### config.mk
export PLATFORM = sky130hd
export DESIGN_NAME = icache_ctrl_flat
export DESIGN_NICKNAME = d
export VERILOG_FILES = /design/src/rtl/icache_ctrl_if.sv /design/src/rtl/icache_ctrl.sv /design/src/flat_wrapper.sv
export SDC_FILE = /design/constraint.sdc
export NUM_CORES = 1
export LEC_CHECK = 0
export ABC_AREA = 1
export BUFFER_PORTS_ARGS = -buffer_cell sky130_fd_sc_hd__buf_2
export CAP_MARGIN = 20
export CORE_AREA = 2 2 190 192
export DETAILED_ROUTE_END_ITERATION = 6
export DIE_AREA = 0 0 192 194
export PLACE_DENSITY_LB_ADDON = 0.05
export SETUP_SLACK_MARGIN = 0.4
export SLEW_MARGIN = 20
export SYNTH_ARGS = -nofsm -noshare
export SYNTH_HDL_FRONTEND = slang
export SYNTH_SLANG_ARGS = --single-unit
### constraint.sdc
create_clock -name clk -period 2.64 [get_ports clk]
set_input_delay 0.132 -clock clk [delete_from_list [all_inputs] [get_ports clk]]
set_output_delay 0.132 -clock clk [all_outputs]
set_load 0.01 [all_outputs]
### src/rtl/icache_ctrl_if.sv
// Fetch / SRAM / memory signal bundle for the I-cache miss controller.
// master = controller side, slave = fetch stage, SRAM and memory side.
interface icache_ctrl_if #(
    parameter int ADDR_W = 32
);
    logic              cpu_req;
    logic [ADDR_W-1:0] cpu_addr;
    logic              cpu_ready;
    logic [31:0]       cpu_instr;

    logic              sram_en;
    logic              sram_memWen;
    logic [ADDR_W-5:0] sram_blockAddr;
    logic [127:0]      sram_dataIn;
    logic              sram_hit;
    logic [127:0]      sram_dataOut;

    logic              mem_req;
    logic [ADDR_W-1:0] mem_addr;
    logic              mem_gnt;
    logic              mem_rvalid;
    logic [31:0]       mem_rdata;

    modport master (
        input  cpu_req, cpu_addr, sram_hit, sram_dataOut, mem_gnt, mem_rvalid, mem_rdata,
        output cpu_ready, cpu_instr, sram_en, sram_memWen, sram_blockAddr, sram_dataIn,
               mem_req, mem_addr
    );

    modport slave (
        output cpu_req, cpu_addr, sram_hit, sram_dataOut, mem_gnt, mem_rvalid, mem_rdata,
        input  cpu_ready, cpu_instr, sram_en, sram_memWen, sram_blockAddr, sram_dataIn,
               mem_req, mem_addr
    );
endinterface

### src/rtl/icache_ctrl.sv
// I-cache miss controller: zero-wait hits, misses fetch 4 beats then FILL+RESP (7 cycles best case).
// Fetch stalls (cpu_ready=0) until the block is filled; mem_req is held until mem_gnt.
module icache_ctrl #(
    parameter int ADDR_W      = 32,
    parameter int BLOCK_WORDS = 4,
    parameter int INDEX_W     = 5,
    parameter int TAG_W       = ADDR_W - INDEX_W - 4
) (
    input  logic          clk,
    input  logic          rst,
    icache_ctrl_if.master bus,
    output logic [31:0]   hit_count,
    output logic [31:0]   miss_count
);
    localparam int BLK_W = TAG_W + INDEX_W;
    localparam int CNT_W = $clog2(BLOCK_WORDS);
    localparam logic [CNT_W-1:0] LAST_BEAT = CNT_W'(BLOCK_WORDS - 1);

    typedef enum logic [2:0] {IDLE, MEM_REQ, MEM_WAIT, FILL, RESP} state_t;

    state_t                        state, state_nxt;
    logic [ADDR_W-3:0]             miss_addr;
    logic [CNT_W-1:0]              beat_cnt;
    logic [BLOCK_WORDS-1:0][31:0]  line_buf;
    logic [BLK_W-1:0]              miss_blk;
    logic                          lookup_hit;

    assign miss_blk   = miss_addr[ADDR_W-3:2];
    assign lookup_hit = (state == IDLE) && bus.cpu_req && bus.sram_hit;

    always_ff @(posedge clk) begin
        if (rst) state <= IDLE;
        else     state <= state_nxt;
    end

    always_comb begin
        state_nxt = state;
        case (state)
            IDLE:     if (bus.cpu_req && !bus.sram_hit) state_nxt = MEM_REQ;
            MEM_REQ:  if (bus.mem_gnt) state_nxt = MEM_WAIT;
            MEM_WAIT: if (bus.mem_rvalid && beat_cnt == LAST_BEAT) state_nxt = FILL;
            FILL:     state_nxt = RESP;
            RESP:     state_nxt = IDLE;
            default:  state_nxt = IDLE;
        endcase
    end

    // The SRAM rewrites the hit way on every enabled hit, so pass its data straight back.
    always_comb begin
        bus.cpu_ready      = 1'b0;
        bus.cpu_instr      = '0;
        bus.sram_en        = 1'b0;
        bus.sram_memWen    = 1'b0;
        bus.sram_blockAddr = '0;
        bus.sram_dataIn    = bus.sram_dataOut;
        bus.mem_req        = 1'b0;
        bus.mem_addr       = '0;
        case (state)
            IDLE: begin
                bus.sram_en        = bus.cpu_req;
                bus.sram_blockAddr = bus.cpu_addr[ADDR_W-1:4];
                if (lookup_hit) begin
                    bus.cpu_ready = 1'b1;
                    bus.cpu_instr = bus.sram_dataOut[{bus.cpu_addr[3:2], 5'd0} +: 32];
                end
            end
            MEM_REQ: begin
                bus.mem_req  = 1'b1;
                bus.mem_addr = {miss_blk, 4'b0000};
            end
            FILL: begin
                bus.sram_en        = 1'b1;
                bus.sram_memWen    = 1'b1;
                bus.sram_blockAddr = miss_blk;
                bus.sram_dataIn    = line_buf;
            end
            RESP: begin
                bus.cpu_ready = 1'b1;
                bus.cpu_instr = line_buf[miss_addr[1:0]];
            end
            default: ;
        endcase
    end

    always_ff @(posedge clk) begin
        if (rst) begin
            miss_addr  <= '0;
            beat_cnt   <= '0;
            hit_count  <= '0;
            miss_count <= '0;
        end else begin
            case (state)
                IDLE: if (bus.cpu_req) begin
                    if (bus.sram_hit) begin
                        if (hit_count != 32'hFFFF_FFFF) hit_count <= hit_count + 32'd1;
                    end else begin
                        miss_addr <= bus.cpu_addr[ADDR_W-1:2];
                        if (miss_count != 32'hFFFF_FFFF) miss_count <= miss_count + 32'd1;
                    end
                end
                MEM_REQ:  if (bus.mem_gnt) beat_cnt <= '0;
                MEM_WAIT: if (bus.mem_rvalid) beat_cnt <= beat_cnt + 1'b1;
                default: ;
            endcase
        end
    end

    // Buffer contents are don't-care out of reset, so no reset term here.
    always_ff @(posedge clk) begin
        if (!rst && state == MEM_WAIT && bus.mem_rvalid)
            line_buf[beat_cnt] <= bus.mem_rdata;
    end
endmodule

### src/flat_wrapper.sv
// flat-port wrapper written by rule: the top's interface ports become plain ports
module icache_ctrl_flat 
#(
    parameter int ADDR_W      = 32,
    parameter int BLOCK_WORDS = 4,
    parameter int INDEX_W     = 5,
    parameter int TAG_W       = ADDR_W - INDEX_W - 4
)
  (clk, rst, hit_count, miss_count, bus_cpu_req, bus_cpu_addr, bus_sram_hit, bus_sram_dataOut, bus_mem_gnt, bus_mem_rvalid, bus_mem_rdata, bus_cpu_ready, bus_cpu_instr, bus_sram_en, bus_sram_memWen, bus_sram_blockAddr, bus_sram_dataIn, bus_mem_req, bus_mem_addr);
  icache_ctrl_if #(.ADDR_W(ADDR_W)) bus_i ();
  input  logic clk;
  input  logic rst;
  output logic [31:0] hit_count;
  output logic [31:0] miss_count;
  input wire logic [$bits(bus_i.cpu_req)-1:0] bus_cpu_req;
  input wire logic [$bits(bus_i.cpu_addr)-1:0] bus_cpu_addr;
  input wire logic [$bits(bus_i.sram_hit)-1:0] bus_sram_hit;
  input wire logic [$bits(bus_i.sram_dataOut)-1:0] bus_sram_dataOut;
  input wire logic [$bits(bus_i.mem_gnt)-1:0] bus_mem_gnt;
  input wire logic [$bits(bus_i.mem_rvalid)-1:0] bus_mem_rvalid;
  input wire logic [$bits(bus_i.mem_rdata)-1:0] bus_mem_rdata;
  output wire logic [$bits(bus_i.cpu_ready)-1:0] bus_cpu_ready;
  output wire logic [$bits(bus_i.cpu_instr)-1:0] bus_cpu_instr;
  output wire logic [$bits(bus_i.sram_en)-1:0] bus_sram_en;
  output wire logic [$bits(bus_i.sram_memWen)-1:0] bus_sram_memWen;
  output wire logic [$bits(bus_i.sram_blockAddr)-1:0] bus_sram_blockAddr;
  output wire logic [$bits(bus_i.sram_dataIn)-1:0] bus_sram_dataIn;
  output wire logic [$bits(bus_i.mem_req)-1:0] bus_mem_req;
  output wire logic [$bits(bus_i.mem_addr)-1:0] bus_mem_addr;
  assign bus_i.cpu_req = bus_cpu_req;
  assign bus_i.cpu_addr = bus_cpu_addr;
  assign bus_i.sram_hit = bus_sram_hit;
  assign bus_i.sram_dataOut = bus_sram_dataOut;
  assign bus_i.mem_gnt = bus_mem_gnt;
  assign bus_i.mem_rvalid = bus_mem_rvalid;
  assign bus_i.mem_rdata = bus_mem_rdata;
  assign bus_cpu_ready = bus_i.cpu_ready;
  assign bus_cpu_instr = bus_i.cpu_instr;
  assign bus_sram_en = bus_i.sram_en;
  assign bus_sram_memWen = bus_i.sram_memWen;
  assign bus_sram_blockAddr = bus_i.sram_blockAddr;
  assign bus_sram_dataIn = bus_i.sram_dataIn;
  assign bus_mem_req = bus_i.mem_req;
  assign bus_mem_addr = bus_i.mem_addr;
  icache_ctrl #(.ADDR_W(ADDR_W), .BLOCK_WORDS(BLOCK_WORDS), .INDEX_W(INDEX_W), .TAG_W(TAG_W)) u_core (.clk(clk), .rst(rst), .bus(bus_i), .hit_count(hit_count), .miss_count(miss_count));
endmodule
==> impl_summary.log, run 1 <==
INFO  metric yosys_warnings = 0
INFO  metric timing.final.setup_violations = 0
INFO  metric portBuffers = 479
INFO  metric crit_type = reg -> out
INFO  metric initial_utilization = 38.24%
INFO  metric worst_path_max_fanout = 5
INFO  metric postSynth.topFlopCell = sky130_fd_sc_hd__edfxtp_1
INFO  metric signed_area_change_from_the_synthesized_netlist_to_the_final_layout = 36.86%
INFO  metric post_dp_cell_area = 16380 um2
INFO  metric number_of_enable_type_register_cells_in_the_synthesized_netlist = 128
INFO  metric path_common_cell = sky130_fd_sc_hd__a21oi_1
INFO  metric power.density = 513.2 nW/um2
INFO  metric ctsLongestPathBuffers = 3
INFO  metric initialDrtViolationCount = 900
INFO  metric min_path_cells = 3
INFO  metric met1_length = 22.94 mm
INFO  metric hpwlAfterDp = 37.68 mm
INFO  metric critical_path.n_buffers_inverters = 4
INFO  metric routed_wire_length_per_instance = 18.45 um
INFO  metric coreArea = 35220 um2
INFO  metric power = 0.009461 W
INFO  metric track_usage = 27.11%
INFO  metric maxCapViolCount = 0
INFO  metric power.static_leakage = 8.601 nW
INFO  metric synthArstFlopShare = 0%
INFO  metric synth.avg_cell_area = 7.030 um2
INFO  metric timing_max_transition_violations_final = 0
INFO  metric grt_first_pass_wirelength = 79.18 mm
INFO  metric rr_worst_depth = 8
INFO  metric ys_types = 37
INFO  metric worst-path-stages = 8
INFO  metric critical-path-slowest-cell = sky130_fd_sc_hd__dfxtp_4
INFO  metric final_core_utilization = 52.33%
INFO  metric postSynthRegisterBits = 227
INFO  metric result_of_the_run = completed
INFO  metric post_synth_instance_area = 13470 um2
INFO  metric unrepaired_setup_endpoints_after_global_routing = yes
INFO  metric gp_congestion = 0.8901
INFO  metric yosysSeqAreaShare = 43.25%
INFO  metric root_buffer = sky130_fd_sc_hd__clkbuf_16
INFO  metric critPathLaunchType = flop
INFO  metric required = 2.51 ns
INFO  metric synth.area.top_cells = sky130_fd_sc_hd__edfxtp_1, sky130_fd_sc_hd__dfxtp_1, sky130_fd_sc_hd__nand2_1
INFO  metric globalRoute.totalOverflow = 0
INFO  metric area_share_of_the_leading_cell_type_in_the_synthesized_netlist = 28.54%
INFO  metric post-synth-top-area-cell = sky130_fd_sc_hd__edfxtp_1
INFO  metric max_clock_freq = 446.1 MHz
INFO  metric pin_count = 486
INFO  metric worstSetupEndpointType = primary output
INFO  metric syn_inst = 1916
INFO  metric finalHoldViolations = 0
INFO  metric antenna_found_initial = 2
INFO  metric drt.antenna.violating_nets = 0
INFO  metric grt_pass1_vias = 14060
INFO  metric clock_latency = 0.54 ns
INFO  metric timing.hold.worst.class = in -> reg
INFO  metric cp_top_delay_family = buffers and inverters
INFO  metric critical_path.cell_chain = clkinvlp_4 > buf_12 > buf_4 > a21oi_1 > o21ai_0 > a21oi_1 > a21o_1 > buf_2
INFO  metric relSlewSlack = 59.87%
INFO  metric clock_sink_count = 227
INFO  metric tritoncts = done
INFO  metric clock-skew-final = 0.01321 ns
INFO  metric crit_arrival = 2.11 ns
INFO  metric totalNegativeSetupSlack = 0 ns
INFO  metric finalCritPeriodShare = 84.91%
INFO  metric vias_per_cell = 5.116
INFO  metric vias = 14920
INFO  metric fp.dieW = 192 um
INFO  metric post-route-cell-area = 18430 um2
INFO  metric row_count = 69
INFO  metric first_pass_iters = 5
INFO  metric finalWorstPathRequiredPeriod = 2.242 ns
INFO  metric fp.dieH = 194 um
INFO  metric fp.dieArea = 37250 um2
INFO  metric cts.htree.levels = 1
INFO  metric topRoutingLayerUsed = met4
INFO  metric tightest_slew = 0.6020 ns
INFO  metric cts-buffers-inserted = 26
INFO  metric dr_wl_met2 = 25.83 mm
INFO  metric slowest_cell_delay_on_critical_path = 0.36 ns
INFO  metric dr_wl_met3 = 3.774 mm
INFO  metric postRouteWirelength = 53.82 mm
INFO  metric vdd.ir_drop.worst = 0.4375 mV
INFO  metric grt_max_degree = 69
INFO  metric drc = 0
INFO  metric final.hold.worst_slack = 0.07933 ns
INFO  metric cts.reportedPaths.clkPinSlew = 0.06 ns
INFO  metric finish.net_count = 2638
INFO  metric share_of_post_route_cells_with_drive_strength_above_1 = 26.57%
what timing repair did:
| item | in CTS | in global routing |
|---|---|---|
| setup endpoints to repair | 137 | 123 |
| hold buffers | 62 | 0 |
| buffers inserted | 4 | 6 |
| hold endpoints to repair | 160 | 0 |
| resized for setup | 25 | 71 |
| pin swaps | 2 | 11 |
| cloned | 3 | 4 |
state kept, by name, indices dropped and copies added (netlist names):
register and count:
u_core.beat_cnt 2, u_core.hit_count 32, u_core.line_buf 128, u_core.miss_addr 30, u_core.miss_count 32, u_core.state 3
cells in the mapped netlist, types with 2 or more instances:
cell,instances
sky130_fd_sc_hd__nand2_4,2
sky130_fd_sc_hd__buf_1,6
sky130_fd_sc_hd__a21oi_1,154
sky130_fd_sc_hd__xnor2_1,9
sky130_fd_sc_hd__nor3_1,5
sky130_fd_sc_hd__o21ai_2,3
sky130_fd_sc_hd__buf_4,6
sky130_fd_sc_hd__o21ai_0,215
sky130_fd_sc_hd__clkbuf_1,79
sky130_fd_sc_hd__nor2_4,4
sky130_fd_sc_hd__o22ai_1,35
sky130_fd_sc_hd__nand3b_1,3
sky130_fd_sc_hd__dfxtp_1,99
sky130_fd_sc_hd__inv_1,195
sky130_fd_sc_hd__nand4_1,9
sky130_fd_sc_hd__buf_6,7
sky130_fd_sc_hd__nand2_1,513
sky130_fd_sc_hd__ha_1,6
sky130_fd_sc_hd__edfxtp_1,128
sky130_fd_sc_hd__nor2_1,265
sky130_fd_sc_hd__a21o_1,25
sky130_fd_sc_hd__xor2_1,8
sky130_fd_sc_hd__a21oi_2,8
sky130_fd_sc_hd__nand2_2,5
sky130_fd_sc_hd__nand3_1,66
sky130_fd_sc_hd__o32ai_1,25
sky130_fd_sc_hd__buf_2,20
sky130_fd_sc_hd__inv_2,2
sky130_fd_sc_hd__nor2_2,6
power breakdown:
part / internal (W) / switching [W]
sequential: 0.00380 / 0.0000422
clock: 0.00235 / 0.00150
combinational: 0.000700 / 0.00107
final timing paths:
check / from / endpoint / slack, ns
worst max-delay path: u_core.miss_addr[1] / bus_cpu_instr[6] / 0.40
worst min-delay path: bus_cpu_addr[3] / u_core.miss_addr[1] / 0.08
worst max register to register: u_core.state[2] / u_core.line_buf[125] / 0.65
worst min register to register: u_core.beat_cnt[0] / u_core.beat_cnt[0] / 0.52
cell families after synthesis:
kind of cell	count (synthesis)	synth area share, %
simple gates	882	26.32
compound gates	468	19.22
buf+inv	315	9.522
flops	227	43.25
xor+xnor	17	1.105
fa+ha+maj	6	0.5573
other cells	1	0.02784
per-layer routing:
metal	vias up	GRT usage (%)
met3	79	4.145
met5	-	0
met1	6915	34.32
met4	0	7.012
met2	601	47.92
li1	7329	-
worst register-to-register path: cells and delay by family (launching register included):
| family | cells | cell delay [ns] |
|---|---|---|
| buffers and inverters | 3 | 0.50 |
| flip-flops | 1 | 0.35 |
| AND/OR/NAND/NOR | 5 | 0.82 |
stage by stage:
stage / setup slack [ns] / instances
6_report: 0.3984 / 2917
5_1_grt: 0.3487 / 2916
4_1_cts: 0.3419 / 2905
3_5_place_dp: 0.4699 / 2788
3_3_place_gp: 0.5137 / 2788
2_1_floorplan: -0.1245 / 1919
area by class of cell:
class	count	area (um2)
Inverter	197	774.5
Multi-Input combinational cell	1377	6509
Timing Repair inverter	2	20.02
Antenna cell	2	5.005
Sequential cell	227	5833
Clock buffer	34	732.0
Timing Repair Buffer	603	3795
Fill cell	3489	16790
Clock inverter	14	188.9
Tap cell	461	576.8
cell usage in the layout, fill, tap and decap left out, types with 8 or more instances in the layout:
cell,netlist,layout
sky130_fd_sc_hd__a21o_1,25,25
sky130_fd_sc_hd__a21oi_1,154,139
sky130_fd_sc_hd__a21oi_2,8,22
sky130_fd_sc_hd__buf_12,0,9
sky130_fd_sc_hd__buf_2,20,477
sky130_fd_sc_hd__buf_4,6,36
sky130_fd_sc_hd__buf_6,7,9
sky130_fd_sc_hd__clkbuf_16,0,30
sky130_fd_sc_hd__dfxtp_1,99,95
sky130_fd_sc_hd__dlygate4sd3_1,0,62
sky130_fd_sc_hd__edfxtp_1,128,128
sky130_fd_sc_hd__inv_1,195,192
sky130_fd_sc_hd__nand2_1,513,511
sky130_fd_sc_hd__nand3_1,66,66
sky130_fd_sc_hd__nand4_1,9,9
sky130_fd_sc_hd__nor2_1,265,261
sky130_fd_sc_hd__nor2_4,4,9
sky130_fd_sc_hd__o21ai_0,215,182
sky130_fd_sc_hd__o21ai_1,1,30
sky130_fd_sc_hd__o22ai_1,35,34
sky130_fd_sc_hd__o32ai_1,25,25
sky130_fd_sc_hd__xnor2_1,9,9
sky130_fd_sc_hd__xor2_1,8,8
Note: power is estimated with default switching activity, not from simulation.
==> run 2: changes to the inputs <==
- CORE_AREA: 2 2 190 192 -> 2 2 186 188
- DIE_AREA: 0 0 192 194 -> 0 0 188 190
- clock period: 2.64 -> 2.1 ns (I/O delays scaled with it)
==> impl_summary.log, run 2 (synthesis gave the netlist of run 1 again) <==
INFO  metric vdd.ir_drop.worst = 0.5087 mV
INFO  metric clock_latency = 0.54 ns
INFO  metric finalCritPeriodShare = 102.4%
INFO  metric track_usage = 30.04%
INFO  metric rrSetupSlack = 0.24 ns
INFO  metric top_regs = u_core.line_buf (128), u_core.hit_count (32), u_core.miss_count (32)
INFO  metric timing.hold.worst.class = in -> reg
INFO  metric grt_pass1_vias = 14320
INFO  metric coreArea = 33950 um2
INFO  metric grt_max_degree = 68
INFO  metric drc = 0
INFO  metric result_of_the_run = finished with violations
INFO  metric rr_worst_depth = 12
INFO  metric most_frequent_cells_in_the_layout = sky130_fd_sc_hd__buf_2, sky130_fd_sc_hd__nand2_1, sky130_fd_sc_hd__nor2_1
INFO  metric cell_count_final_fillers_out = 2987
INFO  metric whs_endpoint = u_core.state[0]
INFO  metric drt.antenna.violating_nets = 0
INFO  metric pre_cts_slack = 0.2169 ns
INFO  metric dp_cells = 2799
INFO  metric share_of_post_route_cells_with_drive_strength_above_1 = 38.49%
INFO  metric clock-skew-final = 0.009898 ns
INFO  metric largest_register = u_core.line_buf
INFO  metric vias = 15770
INFO  metric first_pass_iters = 5
INFO  metric initialDrtViolationCount = 1139
INFO  metric tritoncts = done
INFO  metric power.density = 593.1 nW/um2
INFO  metric antenna_found_initial = 5
INFO  metric tightest_slew = 0.6021 ns
INFO  metric rr_endpoint = u_core.hit_count[19]
INFO  metric timing_max_transition_violations_final = 0
INFO  metric crit_arrival = 2.05 ns
INFO  metric cts.reportedPaths.clkPinSlew = 0.06 ns
INFO  metric rr_startpoint = u_core.state[0]
INFO  metric pin_count = 486
INFO  metric critPathLaunchType = flop
INFO  metric clock_sink_count = 227
INFO  metric cts.htree.levels = 1
INFO  metric post_dp_cell_area = 16620 um2
INFO  metric cts-buffers-inserted = 27
INFO  metric worstSetupEndpointType = primary output
INFO  metric initial_utilization = 39.68%
INFO  metric max_clock_freq = 464.9 MHz
INFO  metric hold_path.startpoint = bus_cpu_req
INFO  metric fp.dieW = 188 um
INFO  metric grt_first_pass_wirelength = 83.50 mm
INFO  metric power = 0.01272 W
INFO  metric relSlewSlack = 59.86%
INFO  metric signed_area_change_from_the_synthesized_netlist_to_the_final_layout = 59.26%
INFO  metric required = 2.00 ns
INFO  metric unrepaired_setup_endpoints_after_global_routing = yes
INFO  metric fp.dieArea = 35720 um2
INFO  metric ctsLongestPathBuffers = 3
INFO  metric fp.dieH = 190 um
INFO  metric power.static_leakage = 9.950 nW
INFO  metric vias_per_cell = 5.280
INFO  metric finish.net_count = 2713
INFO  metric failed_checks = setup timing
INFO  metric routed_wire_length_per_instance = 20.18 um
INFO  metric postRouteWirelength = 60.27 mm
INFO  metric globalRoute.totalOverflow = 0
INFO  metric worst_path_max_fanout = 5
INFO  metric hpwlAfterDp = 39.37 mm
INFO  metric root_buffer = sky130_fd_sc_hd__clkbuf_16
INFO  metric crit_type = reg -> out
INFO  metric finalWorstPathRequiredPeriod = 2.151 ns
INFO  metric finalHoldViolations = 0
INFO  metric maxCapViolCount = 0
INFO  metric min_path_cells = 5
INFO  metric layout.cells.most_common = sky130_fd_sc_hd__buf_2
INFO  metric portBuffers = 479
INFO  metric timing.final.setup_violations = 16
INFO  metric gp_congestion = 0.9462
INFO  metric post-route-cell-area = 21450 um2
INFO  metric row_count = 68
INFO  metric final_core_utilization = 63.19%
INFO  metric setup_ws = -0.05122 ns
INFO  metric largest_reg_flops = 128
## run 2: cell types whose count changed in the layout (fill, tap and decap cells not counted), moves of 22 or more
cell and change:
sky130_fd_sc_hd__buf_12 +22, sky130_fd_sc_hd__nand2_1 -166, sky130_fd_sc_hd__nand2_2 +101, sky130_fd_sc_hd__buf_2 -70, sky130_fd_sc_hd__nand2_4 +60, sky130_fd_sc_hd__buf_6 +89
sky130_fd_sc_hd__o21ai_2 +31, sky130_fd_sc_hd__o21ai_0 -26
## run 2: worst max path at each step
stage	slack, ns	startpoint	depth (start not counted)	endpoint
CTS	0.03	u_core.state[1]	9	bus_sram_dataIn[81]
detailed placement	0.22	u_core.state[0]	6	bus_sram_dataIn[55]
global route	-0.09	u_core.state[0]	9	bus_sram_dataIn[121]
finish	-0.05	u_core.state[0]	9	bus_sram_dataIn[121]
global placement	0.25	u_core.state[0]	6	bus_sram_dataIn[55]
floorplan	0.29	u_core.state[2]	8	u_core.line_buf[0]
## run 2: worst max-delay path, cell delays in order, from the launching register on
cell	delay (ns)
sky130_fd_sc_hd__dfxtp_4	0.38
sky130_fd_sc_hd__inv_4	0.04
sky130_fd_sc_hd__nor3_4	0.24
sky130_fd_sc_hd__buf_6	0.18
sky130_fd_sc_hd__buf_12	0.14
sky130_fd_sc_hd__buf_12	0.12
sky130_fd_sc_hd__clkbuf_16	0.15
sky130_fd_sc_hd__nand2_2	0.05
sky130_fd_sc_hd__nand2_1	0.07
sky130_fd_sc_hd__buf_2	0.14
## run 2: metal layers
metal / part of all wire [%] / up-vias / GRT usage (%)
li1: - / 7490 / -
met1: 41 / 7450 / 38.55
met2: 49 / 724 / 52.16
met3: 7.4 / 107 / 4.833
met4: 3.0 / 0 / 8.752
met5: 0 / - / 0
## run 2: metrics by stage
stage | setup TNS, ns | hold slack, ns
final | -0.1988 | 0.04873
after global routing | -1.955 | 0.08571
after CTS | 0 | 0.03718
after detailed placement | 0 | 0.3253
after global placement | 0 | 0.3225
after floorplan | 0 | 0.2039
## run 2: area by class of cell
cell class                      count  area (um2)
Inverter                          197       770.7
Multi-Input combinational cell   1377        7632
Antenna cell                        4       10.01
Clock inverter                     15       227.7
Timing Repair Buffer              674        5570
Timing Repair inverter              5       82.58
Sequential cell                   227        5869
Fill cell                        3021       12500
Tap cell                          455       569.3
Clock buffer                       33       718.2
## run 2: repair_timing
action,4_1_cts,5_1_grt
gates resized for setup,133,487
endpoints found under the hold margin,160,0
endpoints found under the setup margin,281,286
hold buffers,62,0
cloned,15,23
setup buffers,20,16
pin swaps,12,97
## run 2: power breakdown
group | internal, W | leakage [nW] | total [W] | switching, W
logic | 0.00128 | 7.52 | 0.00285 | 0.00157
clock network | 0.00315 | 0.461 | 0.00503 | 0.00188
registers | 0.00477 | 1.97 | 0.00484 | 0.0000647
total | 0.00921 | 9.95 | 0.0127 | 0.00351
